**src/rtl/des_stream_pkg.sv**
```systemverilog
// Shared widths, FIFO entry layout and counter sizing for the DES stream front end.
package des_stream_pkg;

  localparam int DES_BLK_W = 64;
  localparam int DES_KEY_W = 64;
  localparam int DES_TAG_W = 8;

  typedef struct packed {
    logic [DES_BLK_W-1:0] data;
    logic [DES_TAG_W-1:0] tag;
  } des_stream_entry_t;

  // The credit counter must hold 0..depth inclusive.
  function automatic int cnt_width(input int depth);
    return $clog2(depth) + 1;
  endfunction

endpackage

```
**src/rtl/des_stream_fifo.sv**
```systemverilog
// Single-clock result FIFO with a registered head stage; writes reach the head one cycle later.
module des_stream_fifo
  import des_stream_pkg::*;
#(
  parameter int  DEPTH   = 16,
  parameter type entry_t = des_stream_entry_t
) (
  input  logic   clk,
  input  logic   rst,
  input  logic   wr_en,
  input  entry_t wr_entry,
  output logic   rd_valid,
  input  logic   rd_ready,
  output entry_t rd_entry
);

  localparam int AW = $clog2(DEPTH);
  localparam logic [AW:0] PTR_ONE = (AW+1)'(1);

  entry_t        mem [DEPTH];
  logic [AW:0]   wr_ptr;
  logic [AW:0]   rd_ptr;
  logic          st_empty;
  logic          head_load;
  logic          st_write;

  // The extra pointer MSB separates full from empty when the index bits match.
  assign st_empty  = (wr_ptr == rd_ptr);
  assign head_load = !rd_valid || rd_ready;
  assign st_write  = wr_en && !(head_load && st_empty);

  always_ff @(posedge clk or posedge rst) begin
    if (rst) begin
      wr_ptr   <= '0;
      rd_ptr   <= '0;
      rd_valid <= 1'b0;
      rd_entry <= '0;
    end else begin
      if (head_load) begin
        if (!st_empty) begin
          rd_entry <= mem[rd_ptr[AW-1:0]];
          rd_valid <= 1'b1;
          rd_ptr   <= rd_ptr + PTR_ONE;
        end else if (wr_en) begin
          rd_entry <= wr_entry;
          rd_valid <= 1'b1;
        end else begin
          rd_valid <= 1'b0;
        end
      end
      if (st_write) begin
        wr_ptr <= wr_ptr + PTR_ONE;
      end
    end
  end

  // NOTE: storage is deliberately left unreset; the pointers alone decide what is valid.
  always_ff @(posedge clk) begin
    if (st_write) begin
      mem[wr_ptr[AW-1:0]] <= wr_entry;
    end
  end

endmodule

```
**src/rtl/des_stream_ctrl.sv**
```systemverilog
// Valid/ready wrapper for a non-stallable pipelined DES core: slot tracking, credits, result FIFO.
module des_stream_ctrl
  import des_stream_pkg::*;
#(
  parameter int LATENCY    = 16,
  parameter int FIFO_DEPTH = 16,
  parameter int TAG_W      = DES_TAG_W
) (
  input  logic                               clk,
  input  logic                               rst,
  input  logic                               in_valid,
  output logic                               in_ready,
  input  logic [DES_BLK_W-1:0]               in_data,
  input  logic [DES_KEY_W-1:0]               in_key,
  input  logic [TAG_W-1:0]                   in_tag,
  output logic [DES_BLK_W-1:0]               core_in,
  output logic [DES_KEY_W-1:0]               core_key,
  input  logic [DES_BLK_W-1:0]               core_out,
  output logic                               out_valid,
  input  logic                               out_ready,
  output logic [DES_BLK_W-1:0]               out_data,
  output logic [TAG_W-1:0]                   out_tag,
  output logic [cnt_width(FIFO_DEPTH)-1:0]   inflight,
  output logic                               idle
);

  localparam int CW = cnt_width(FIFO_DEPTH);
  localparam logic [CW-1:0] FULL_CNT = CW'(FIFO_DEPTH);
  localparam logic [CW-1:0] CNT_ONE  = CW'(1);

  typedef struct packed {
    logic [DES_BLK_W-1:0] data;
    logic [TAG_W-1:0]     tag;
  } entry_t;

  logic               accept;
  logic               pop;
  logic [LATENCY-1:0] trk_valid;
  logic [TAG_W-1:0]   trk_tag [LATENCY];
  entry_t             wr_entry;
  entry_t             rd_entry;

  // Credits cover core slots plus FIFO entries, so a capture always finds room.
  assign in_ready = (inflight < FULL_CNT);
  assign accept   = in_valid && in_ready;
  assign pop      = out_valid && out_ready;
  assign idle     = (inflight == '0);

  assign core_in  = accept ? in_data : '0;
  assign core_key = accept ? in_key  : '0;

  always_ff @(posedge clk or posedge rst) begin
    if (rst) begin
      trk_valid <= '0;
    end else begin
      trk_valid <= {trk_valid[LATENCY-2:0], accept};
    end
  end

  // Tags ride alongside the valid bits and are only ever qualified by them.
  always_ff @(posedge clk) begin
    trk_tag[0] <= in_tag;
    for (int i = 1; i < LATENCY; i++) begin
      trk_tag[i] <= trk_tag[i-1];
    end
  end

  always_ff @(posedge clk or posedge rst) begin
    if (rst) begin
      inflight <= '0;
    end else begin
      case ({accept, pop})
        2'b10:   inflight <= inflight + CNT_ONE;
        2'b01:   inflight <= inflight - CNT_ONE;
        default: inflight <= inflight;
      endcase
    end
  end

  assign wr_entry = '{data: core_out, tag: trk_tag[LATENCY-1]};

  des_stream_fifo #(
    .DEPTH   (FIFO_DEPTH),
    .entry_t (entry_t)
  ) u_fifo (
    .clk      (clk),
    .rst      (rst),
    .wr_en    (trk_valid[LATENCY-1]),
    .wr_entry (wr_entry),
    .rd_valid (out_valid),
    .rd_ready (out_ready),
    .rd_entry (rd_entry)
  );

  assign out_data = rd_entry.data;
  assign out_tag  = rd_entry.tag;

endmodule

```
**config.mk**
```make
export PLATFORM = sky130hd
export DESIGN_NAME = des_stream_ctrl
export DESIGN_NICKNAME = d
export VERILOG_FILES = /design/src/rtl/des_stream_pkg.sv /design/src/rtl/des_stream_fifo.sv /design/src/rtl/des_stream_ctrl.sv
export SDC_FILE = /design/constraint.sdc
export NUM_CORES = 1
export LEC_CHECK = 0
export CAP_MARGIN = 20
export CORE_MARGIN = 2
export CORE_UTILIZATION = 39
export DETAILED_ROUTE_END_ITERATION = 7
export GPL_TIMING_DRIVEN = 1
export SLEW_MARGIN = 20
export SYNTH_ARGS = -nofsm -noshare
export SYNTH_HDL_FRONTEND = slang
export SYNTH_SLANG_ARGS = --single-unit
```
**constraint.sdc**
```tcl
create_clock -name clk -period 11.2 [get_ports clk]
set_input_delay 1.68 -clock clk [delete_from_list [all_inputs] [get_ports clk]]
set_output_delay 1.68 -clock clk [all_outputs]
set_load 0.005 [all_outputs]
```
==> impl_metrics.sql, run 1 <==
INSERT INTO impl_metrics (metric_group, metric, value, unit) VALUES
('worst_setup_path', 'cpMostUsedCell', 'sky130_fd_sc_hd__clkdlybuf4s50_1', ''),
('job', 'max-cap-violations', '0', ''),
('route', 'routed_wire_length_per_instance', '27.1', 'um'),
('timing', 'max_slew_margin', '25.4', '%'),
('outcome', 'result_of_the_run', 'complete, no violations', ''),
('pwr', 'max-vdd-ir-drop', '0.000261', 'V'),
('synthesis', 'synth-warning-count', '0', ''),
('global_routing', 'number_of_antenna_violations_at_the_first_check_in_global_routing', '19', ''),
('worst_setup_path', 'critical_path.endpoint_type', 'primary output', ''),
('route', 'avgViaCountPerCell', '5.36', ''),
('worst_setup_path', 'critical_path.cell_chain', 'clkdlybuf4s50_1, nand2_1, inv_2, buf_4, and2_1, clkdlybuf4s50_1', ''),
('timing', 'max_clock_freq', '0.180', 'GHz'),
('global_routing', 'grt_pass1_vias', '27800', ''),
('synthesis', 'yosys.cell_types.count', '44', ''),
('global_routing', 'global_route_wire_length_before_repair', '197000', 'um'),
('synthesis', 'synth_enable_flop_cells', '1152', ''),
('placement', 'dpl_wire_length', '79200', 'um'),
('timing', 'rsz_0062_raised_after_global_routing', 'false', ''),
('worst_setup_path', 'regToRegSetupSlack', '7.23', 'ns'),
('synthesis', 'mappedNetlistArea', '0.0517', 'mm2'),
('synthesis', 'synth.ff_latch_count', '1384', ''),
('clocking', 'clock_tree.buffer_depth', '3', ''),
('global_routing', 'track_usage', '20.1', '%'),
('floorplanning', 'core-area', '0.132', 'mm2'),
('clocking', 'cts.root.buffer_cell', 'sky130_fd_sc_hd__clkbuf_16', ''),
('global_routing', 'globalRoute.totalOverflow', '0', ''),
('worst_setup_path', 'critPathRequiredTime', '9.52', 'ns'),
('placement', 'globalplace.congestion', '0.820', ''),
('synthesis', 'synth_sequential_area_ratio', '76.8', '%'),
('synthesis', 'mappedNetlistNets', '2936', ''),
('layout', 'syn_to_final_growth', '20.7', '%'),
('worst_setup_path', 'timing.critical_path.max_delay_family', 'buffers and inverters', ''),
('layout', 'num-nets-final', '3366', ''),
('layout', 'final_cell_count_no_fill', '5068', ''),
('pwr', 'pwr_density_cell', '242', 'mW/mm2'),
('worst_setup_path', 'r2r_end', 'u_fifo.rd_entry[12]', ''),
('route', 'finalWirelength', '137000', 'um'),
('timing', 'final-max-slew-violation-count', '0', ''),
('floorplanning', 'dieWidth', '368', 'um'),
('layout', 'final_layout_size_suffix_gt1_share', '14.4', '%'),
('placement', 'port_buffers', '411', ''),
('worst_setup_path', 'critical_path_arrival', '3.88', 'ns'),
('floorplanning', 'io_pins', '412', ''),
('floorplanning', 'vert_die_dim', '368', 'um'),
('synthesis', 'synth_ff_type', 'sky130_fd_sc_hd__edfxtp_1', ''),
('floorplanning', 'floorplan.initialDensity', '39.3', '%'),
('timing', 'fin_crit', '5.56', 'ns'),
('worst_hold_path', 'min_path_type', 'reg -> reg', ''),
('worst_hold_path', 'hold-path-cell-count', '0', ''),
('worst_setup_path', 'critical_path_peak_fanout', '128', ''),
('route', 'drt_antenna_net_count', '0', ''),
('clocking', 'cts-buffers-inserted', '143', ''),
('worst_setup_path', 'critPathKind', 'in -> out', ''),
('worst_hold_path', 'hold_path.startpoint', 'trk_tag[0][34]', ''),
('clocking', 'ctsHtreeMaxLevel', '4', ''),
('route', 'drt_iter0_drc', '2311', ''),
('synthesis', 'postSynthAreaPerCell', '19.0', 'um2'),
('clocking', 'clock_transition_at_path_regs', '0.06', 'ns'),
('route', 'drtPass1Iterations', '5', ''),
('timing', 'fin_worst_skew', '0.0259', 'ns'),
('clocking', 'clk-insertion-delay-late', '0.76', 'ns'),
('pwr', 'p_total', '0.0151', 'W'),
('route', 'drc_markers', '0', ''),
('clocking', 'cts.repair_timing.setup_buffer_count', '0', ''),
('timing', 'max_slew.worst_pin.slew', '1.12', 'ns'),
('global_routing', 'pin_count_of_the_biggest_net_entering_global_routing', '129', ''),
('clocking', 'clock_sink_count', '1384', ''),
('worst_setup_path', 'worst-path-buf-inv', '4', ''),
('worst_setup_path', 'crit_path_top_delay_cell', 'sky130_fd_sc_hd__buf_4', ''),
('clocking', 'clock_tree_from_tritoncts', 'done', ''),
('timing', 'finalSetupTns', '0', 'ns');
## placed cells by master (no fill, tap or decap), types with 6 or more instances in the layout
master,synthesis,final
sky130_fd_sc_hd__o22ai_1,145,145
sky130_fd_sc_hd__dfrtp_1,104,100
sky130_fd_sc_hd__diode_2,0,40
sky130_fd_sc_hd__a211oi_1,29,29
sky130_fd_sc_hd__nand2_1,79,79
sky130_fd_sc_hd__xnor2_1,13,13
sky130_fd_sc_hd__buf_4,9,45
sky130_fd_sc_hd__inv_6,0,8
sky130_fd_sc_hd__o2bb2ai_1,15,15
sky130_fd_sc_hd__mux4_2,144,144
sky130_fd_sc_hd__a211oi_2,43,43
sky130_fd_sc_hd__dfxtp_1,128,128
sky130_fd_sc_hd__a21o_1,58,58
sky130_fd_sc_hd__ha_1,9,9
sky130_fd_sc_hd__clkinv_1,0,14
sky130_fd_sc_hd__clkbuf_1,80,45
sky130_fd_sc_hd__edfxtp_1,1152,1152
sky130_fd_sc_hd__mux2i_1,288,288
sky130_fd_sc_hd__clkbuf_8,0,15
sky130_fd_sc_hd__clkbuf_16,0,144
sky130_fd_sc_hd__and2_1,130,130
sky130_fd_sc_hd__and3_4,0,15
sky130_fd_sc_hd__xor2_1,6,6
sky130_fd_sc_hd__o21ai_0,18,18
sky130_fd_sc_hd__clkinv_2,0,17
sky130_fd_sc_hd__clkdlybuf4s50_1,0,411
sky130_fd_sc_hd__and3_1,31,16
sky130_fd_sc_hd__nand3_1,62,61
sky130_fd_sc_hd__a32o_1,57,57
## report_power, final
| group | internal [W] | switching (W) |
|---|---|---|
| combinational | 0.00193 | 0.00227 |
| sequential | 0.00603 | 0.000325 |
| clock | 0.00261 | 0.00197 |
## flip-flops by register name, indices dropped and copies added, names as in the netlist
name and cells:
inflight 5, u_fifo.mem 1152, u_fifo.rd_valid 1, u_fifo.rd_entry 72, trk_tag 128, u_fifo.rd_ptr 5
u_fifo.wr_ptr 5, trk_valid 16
## routing by layer
layer	up-vias	wire length, um	part of all wire [%]	GRT usage [%]
met2	1015	69500	51	34.6
met1	14100	53800	39	24.9
met4	8	5180	3.8	8.05
met3	200	8800	6.4	4.19
li1	11800	-	-	-
met5	-	57	0.042	0
## cell type report
cell class / count / area (um2)
clock inverter: 58 / 584
multi-input combinational: 1159 / 11200
tap: 1755 / 2200
antenna: 40 / 100
inverter: 6 / 27.5
fill: 11000 / 69200
clock buffer: 207 / 4000
timing repair buffer: 459 / 4520
sequential: 1384 / 39800
## metrics by stage
step	utilization [%]	worst slack [ns]	cell area [um2]	hold slack, ns
2_1_floorplan	-	3.41	51700	0.310
3_3_place_gp	43.9	5.57	57700	0.310
3_5_place_dp	43.9	5.64	57700	0.312
4_1_cts	47.3	5.64	62300	0.316
5_1_grt	47.4	5.45	62400	0.316
6_report	47.4	5.64	62400	0.316
## synth_stat cells, types with 9 or more instances
cell / number / area (um2)
sky130_fd_sc_hd__edfxtp_1: 1152 / 34600
sky130_fd_sc_hd__mux2i_1: 288 / 2880
sky130_fd_sc_hd__o22ai_1: 145 / 907
sky130_fd_sc_hd__mux4_2: 144 / 3240
sky130_fd_sc_hd__and2_1: 130 / 813
sky130_fd_sc_hd__dfxtp_1: 128 / 2560
sky130_fd_sc_hd__dfrtp_1: 104 / 2600
sky130_fd_sc_hd__clkbuf_1: 80 / 300
sky130_fd_sc_hd__nand2_1: 79 / 297
sky130_fd_sc_hd__buf_2: 70 / 350
sky130_fd_sc_hd__nand3_1: 62 / 310
sky130_fd_sc_hd__a21o_1: 58 / 435
sky130_fd_sc_hd__a32o_1: 57 / 571
sky130_fd_sc_hd__a211oi_2: 43 / 538
sky130_fd_sc_hd__and3_1: 31 / 194
sky130_fd_sc_hd__a211oi_1: 29 / 218
sky130_fd_sc_hd__o21ai_0: 18 / 90.1
sky130_fd_sc_hd__o2bb2ai_1: 15 / 131
sky130_fd_sc_hd__xnor2_1: 13 / 114
sky130_fd_sc_hd__buf_4: 9 / 67.6
sky130_fd_sc_hd__ha_1: 9 / 113
## how the worst max path moves through the flow
stage	from	endpoint	slack, ns	cells after the start
final	in_valid	core_key[60]	5.64	6
after global routing	in_valid	core_key[52]	5.45	6
after CTS	in_valid	core_in[46]	5.64	6
after detailed placement	in_valid	core_key[52]	5.64	6
after global placement	in_valid	core_in[46]	5.57	6
after floorplan	out_ready	u_fifo.mem[3][0]	3.41	5
## kinds of logic (layout without fill, tap and decap cells)
| kind of cell | count (synthesis) | count (layout) | share of synthesized area, % |
|---|---|---|---|
| other cells | 0 | 40 | 0 |
| fa+ha+maj | 9 | 9 | 0.218 |
| flops | 1384 | 1384 | 76.8 |
| mux | 434 | 434 | 11.9 |
| simple gates | 323 | 323 | 3.36 |
| compound gates | 374 | 374 | 5.71 |
| buf+inv | 180 | 730 | 1.66 |
| xor+xnor | 19 | 19 | 0.322 |
## worst register-to-register path: cells and delay by family (launching register included)
kind / cells / cell delay, ns
buf+inv: 2 / 1.50
flops: 1 / 0.79
compound gates: 2 / 0.72
mux: 1 / 0.69
simple gates: 1 / 0.19
Power figures use the tool's default switching activity.
==> run 2, diff against run 1 <==
- clock period: 11.2 -> 4.9 ns (I/O delays scaled with it)
==> run 2 against run 1 <==
Net effect:
- sequential power up 130%
- routed wire length down 5.0%
- die area unchanged
- combinational power up 130%
- power up 130%
- non-clock buffer count up 9
- critical path type is now reg -> reg
- largest cell class unchanged
- largest power group unchanged
==> impl_metrics.sql, run 2 (synthesis results as in run 1) <==
INSERT INTO impl_metrics (metric_group, metric, value, unit) VALUES
('floorplanning', 'vert_die_dim', '368', 'um'),
('route', 'avgViaCountPerCell', '5.31', ''),
('pwr', 'cellLeakagePower', '21.2', 'nW'),
('timing', 'fin_crit_sh', '69.3', '%'),
('placement', 'dpl_wire_length', '77100', 'um'),
('global_routing', 'global_route_wire_length_before_repair', '190000', 'um'),
('timing', 'max_slew.worst_pin.slew', '1.04', 'ns'),
('timing', 'finalHoldViolations', '0', ''),
('timing', 'final-max-slew-violation-count', '0', ''),
('timing', 'timing.final.setup_violations', '0', ''),
('floorplanning', 'dieWidth', '368', 'um'),
('clocking', 'clock_tree.buffer_depth', '3', ''),
('clocking', 'ctsHtreeMaxLevel', '4', ''),
('layout', 'largest_register_ffs', '1152', ''),
('clocking', 'cts.root.buffer_cell', 'sky130_fd_sc_hd__clkbuf_16', ''),
('route', 'drt_iter0_drc', '2172', ''),
('global_routing', 'pin_count_of_the_biggest_net_entering_global_routing', '130', ''),
('layout', 'final_layout_size_suffix_gt1_share', '14.1', '%'),
('timing', 'finalSetupTns', '0', 'ns'),
('clocking', 'hold_buffers_post_cts', '0', ''),
('worst_setup_path', 'critical_path.endpoint_type', 'flip-flop', ''),
('route', 'routed_wire_length_per_instance', '25.8', 'um'),
('route', 'vias', '26900', ''),
('worst_setup_path', 'critPathKind', 'reg -> reg', ''),
('global_routing', 'grt_pass1_vias', '27600', ''),
('layout', 'layout_commonest_cell', 'sky130_fd_sc_hd__edfxtp_1', ''),
('route', 'finalWirelength', '130000', 'um'),
('placement', 'post-place-ws', '1.24', 'ns'),
('timing', 'max_clock_freq', '0.294', 'GHz'),
('worst_setup_path', 'critical_path.cell_chain', 'xnor2_1, nand3_1, o31a_1, and3_4, buf_4', ''),
('timing', 'rsz_0062_raised_after_global_routing', 'false', ''),
('timing', 'max_slew_margin', '30.4', '%'),
('floorplanning', 'floorplan.initialDensity', '39.3', '%'),
('floorplanning', 'io_pins', '412', ''),
('job', 'max-cap-violations', '0', ''),
('placement', 'port_buffers', '411', ''),
('worst_setup_path', 'regToRegSetupSlack', '1.50', 'ns'),
('layout', 'syn_to_final_growth', '20.9', '%'),
('worst_setup_path', 'critPathRequiredTime', '5.36', 'ns'),
('pwr', 'pwr_density_cell', '549', 'mW/mm2'),
('outcome', 'result_of_the_run', 'complete, no violations', ''),
('timing', 'fin_crit', '3.40', 'ns'),
('worst_setup_path', 'worst-path-buf-inv', '1', ''),
('route', 'drc_markers', '0', ''),
('placement', 'globalplace.congestion', '0.793', ''),
('clocking', 'clk-insertion-delay-late', '0.77', 'ns'),
('route', 'drtPass1Iterations', '7', ''),
('pwr', 'p_total', '0.0343', 'W'),
('global_routing', 'number_of_antenna_violations_at_the_first_check_in_global_routing', '13', ''),
('floorplanning', 'floorplan.die_area', '0.136', 'mm2'),
('timing', 'postLayoutSetupSlackWorst', '1.50', 'ns'),
('timing', 'fin_worst_skew', '0.0303', 'ns'),
('worst_hold_path', 'min_path_type', 'reg -> reg', ''),
('worst_setup_path', 'timing.critical_path.max_delay_family', 'simple AND/OR/NAND/NOR gates', ''),
('worst_setup_path', 'timing.critical_path.from_type', 'flip-flop', ''),
('clocking', 'clock_sink_count', '1384', ''),
('clocking', 'cts_repair_resize_count', '0', ''),
('clocking', 'clock_tree_from_tritoncts', 'done', ''),
('floorplanning', 'core-area', '0.132', 'mm2'),
('floorplanning', 'fp-row-count', '133', ''),
('route', 'drt_antenna_net_count', '0', ''),
('clocking', 'clock_transition_at_path_regs', '0.06', 'ns'),
('worst_setup_path', 'critical_path_arrival', '3.86', 'ns'),
('layout', 'num-nets-final', '3372', ''),
('worst_setup_path', 'worst_path_largest_cell_delay', '0.92', 'ns'),
('worst_setup_path', 'crit_path_top_delay_cell', 'sky130_fd_sc_hd__dfrtp_4', ''),
('pwr', 'max-vdd-ir-drop', '0.000507', 'V'),
('clocking', 'cts.repair_timing.setup_buffer_count', '0', ''),
('global_routing', 'track_usage', '19.1', '%'),
('global_routing', 'globalRoute.totalOverflow', '0', ''),
('layout', 'layout.cells.most_common_list', 'sky130_fd_sc_hd__edfxtp_1, sky130_fd_sc_hd__clkdlybuf4s50_1, sky130_fd_sc_hd__mux2i_1', ''),
('clocking', 'cts-buffers-inserted', '140', ''),
('worst_setup_path', 'critical_path_peak_fanout', '40', '');
[run 2: cell types whose count changed in the layout (fill, tap and decap cells not counted), moves of 2 or more]
cell and change:
sky130_fd_sc_hd__buf_12 +24, sky130_fd_sc_hd__buf_4 -14, sky130_fd_sc_hd__clkbuf_1 -3, sky130_fd_sc_hd__clkbuf_16 -3
sky130_fd_sc_hd__clkbuf_8 -3, sky130_fd_sc_hd__clkinv_1 +15, sky130_fd_sc_hd__clkinv_16 -3, sky130_fd_sc_hd__clkinv_2 -5
sky130_fd_sc_hd__clkinv_8 -2, sky130_fd_sc_hd__clkinvlp_4 -4, sky130_fd_sc_hd__diode_2 -7
[run 2: report_power, final]
part | switching [W] | total, W | internal (W) | leakage (nW)
registers | 0.000655 | 0.0144 | 0.0138 | 12.7
logic | 0.00523 | 0.00977 | 0.00454 | 6.31
clock network | 0.00440 | 0.0101 | 0.00574 | 2.12
[run 2: worst register-to-register path: cells and delay by family, from the launching register on]
kind	cells	cell delay, ns
AO/OA/AOI/OAI	1	0.61
XOR/XNOR	1	0.15
AND/OR/NAND/NOR	2	1.05
flip-flops	1	0.92
buffers and inverters	1	0.38
[run 2: area by class of cell]
| type | count | area [um2] |
|---|---|---|
| Clock inverter | 60 | 483 |
| Timing Repair Buffer | 468 | 4870 |
| Tap cell | 1755 | 2200 |
| Clock buffer | 196 | 3860 |
| Fill cell | 10900 | 69100 |
| Multi-Input combinational cell | 1159 | 11300 |
| Antenna cell | 33 | 82.6 |
| Sequential cell | 1384 | 39800 |
| Inverter | 6 | 27.5 |
[run 2: stage by stage]
step / util (%) / instances / hold slack, ns / instance area (um2)
2_1_floorplan: - / 2723 / 0.310 / 51700
3_3_place_gp: 44.2 / 4772 / 0.310 / 58100
3_5_place_dp: 44.2 / 4772 / 0.312 / 58100
4_1_cts: 47.5 / 5028 / 0.309 / 62500
5_1_grt: 47.5 / 5060 / 0.320 / 62500
6_report: 47.5 / 5061 / 0.308 / 62500
[run 2: final timing paths]
check	startpoint	to	cells past startpoint
hold / removal	trk_tag[0][56]	trk_tag[1][0]	0
setup / recovery	u_fifo.rd_ptr[0]	u_fifo.mem[2][60]	5
max in group asynchronous	rst	u_fifo.rd_entry[13]	3
setup reg to reg	u_fifo.rd_ptr[0]	u_fifo.mem[2][60]	5
hold reg to reg	trk_tag[0][56]	trk_tag[1][0]	0
min in group asynchronous	rst	u_fifo.rd_entry[10]	2
[run 2: routing by layer]
layer,global-route usage [%],share of wire [%]
met5,0,0.032
met4,8.12,3.6
met3,3.62,5.3
met2,32.6,51
met1,23.8,40
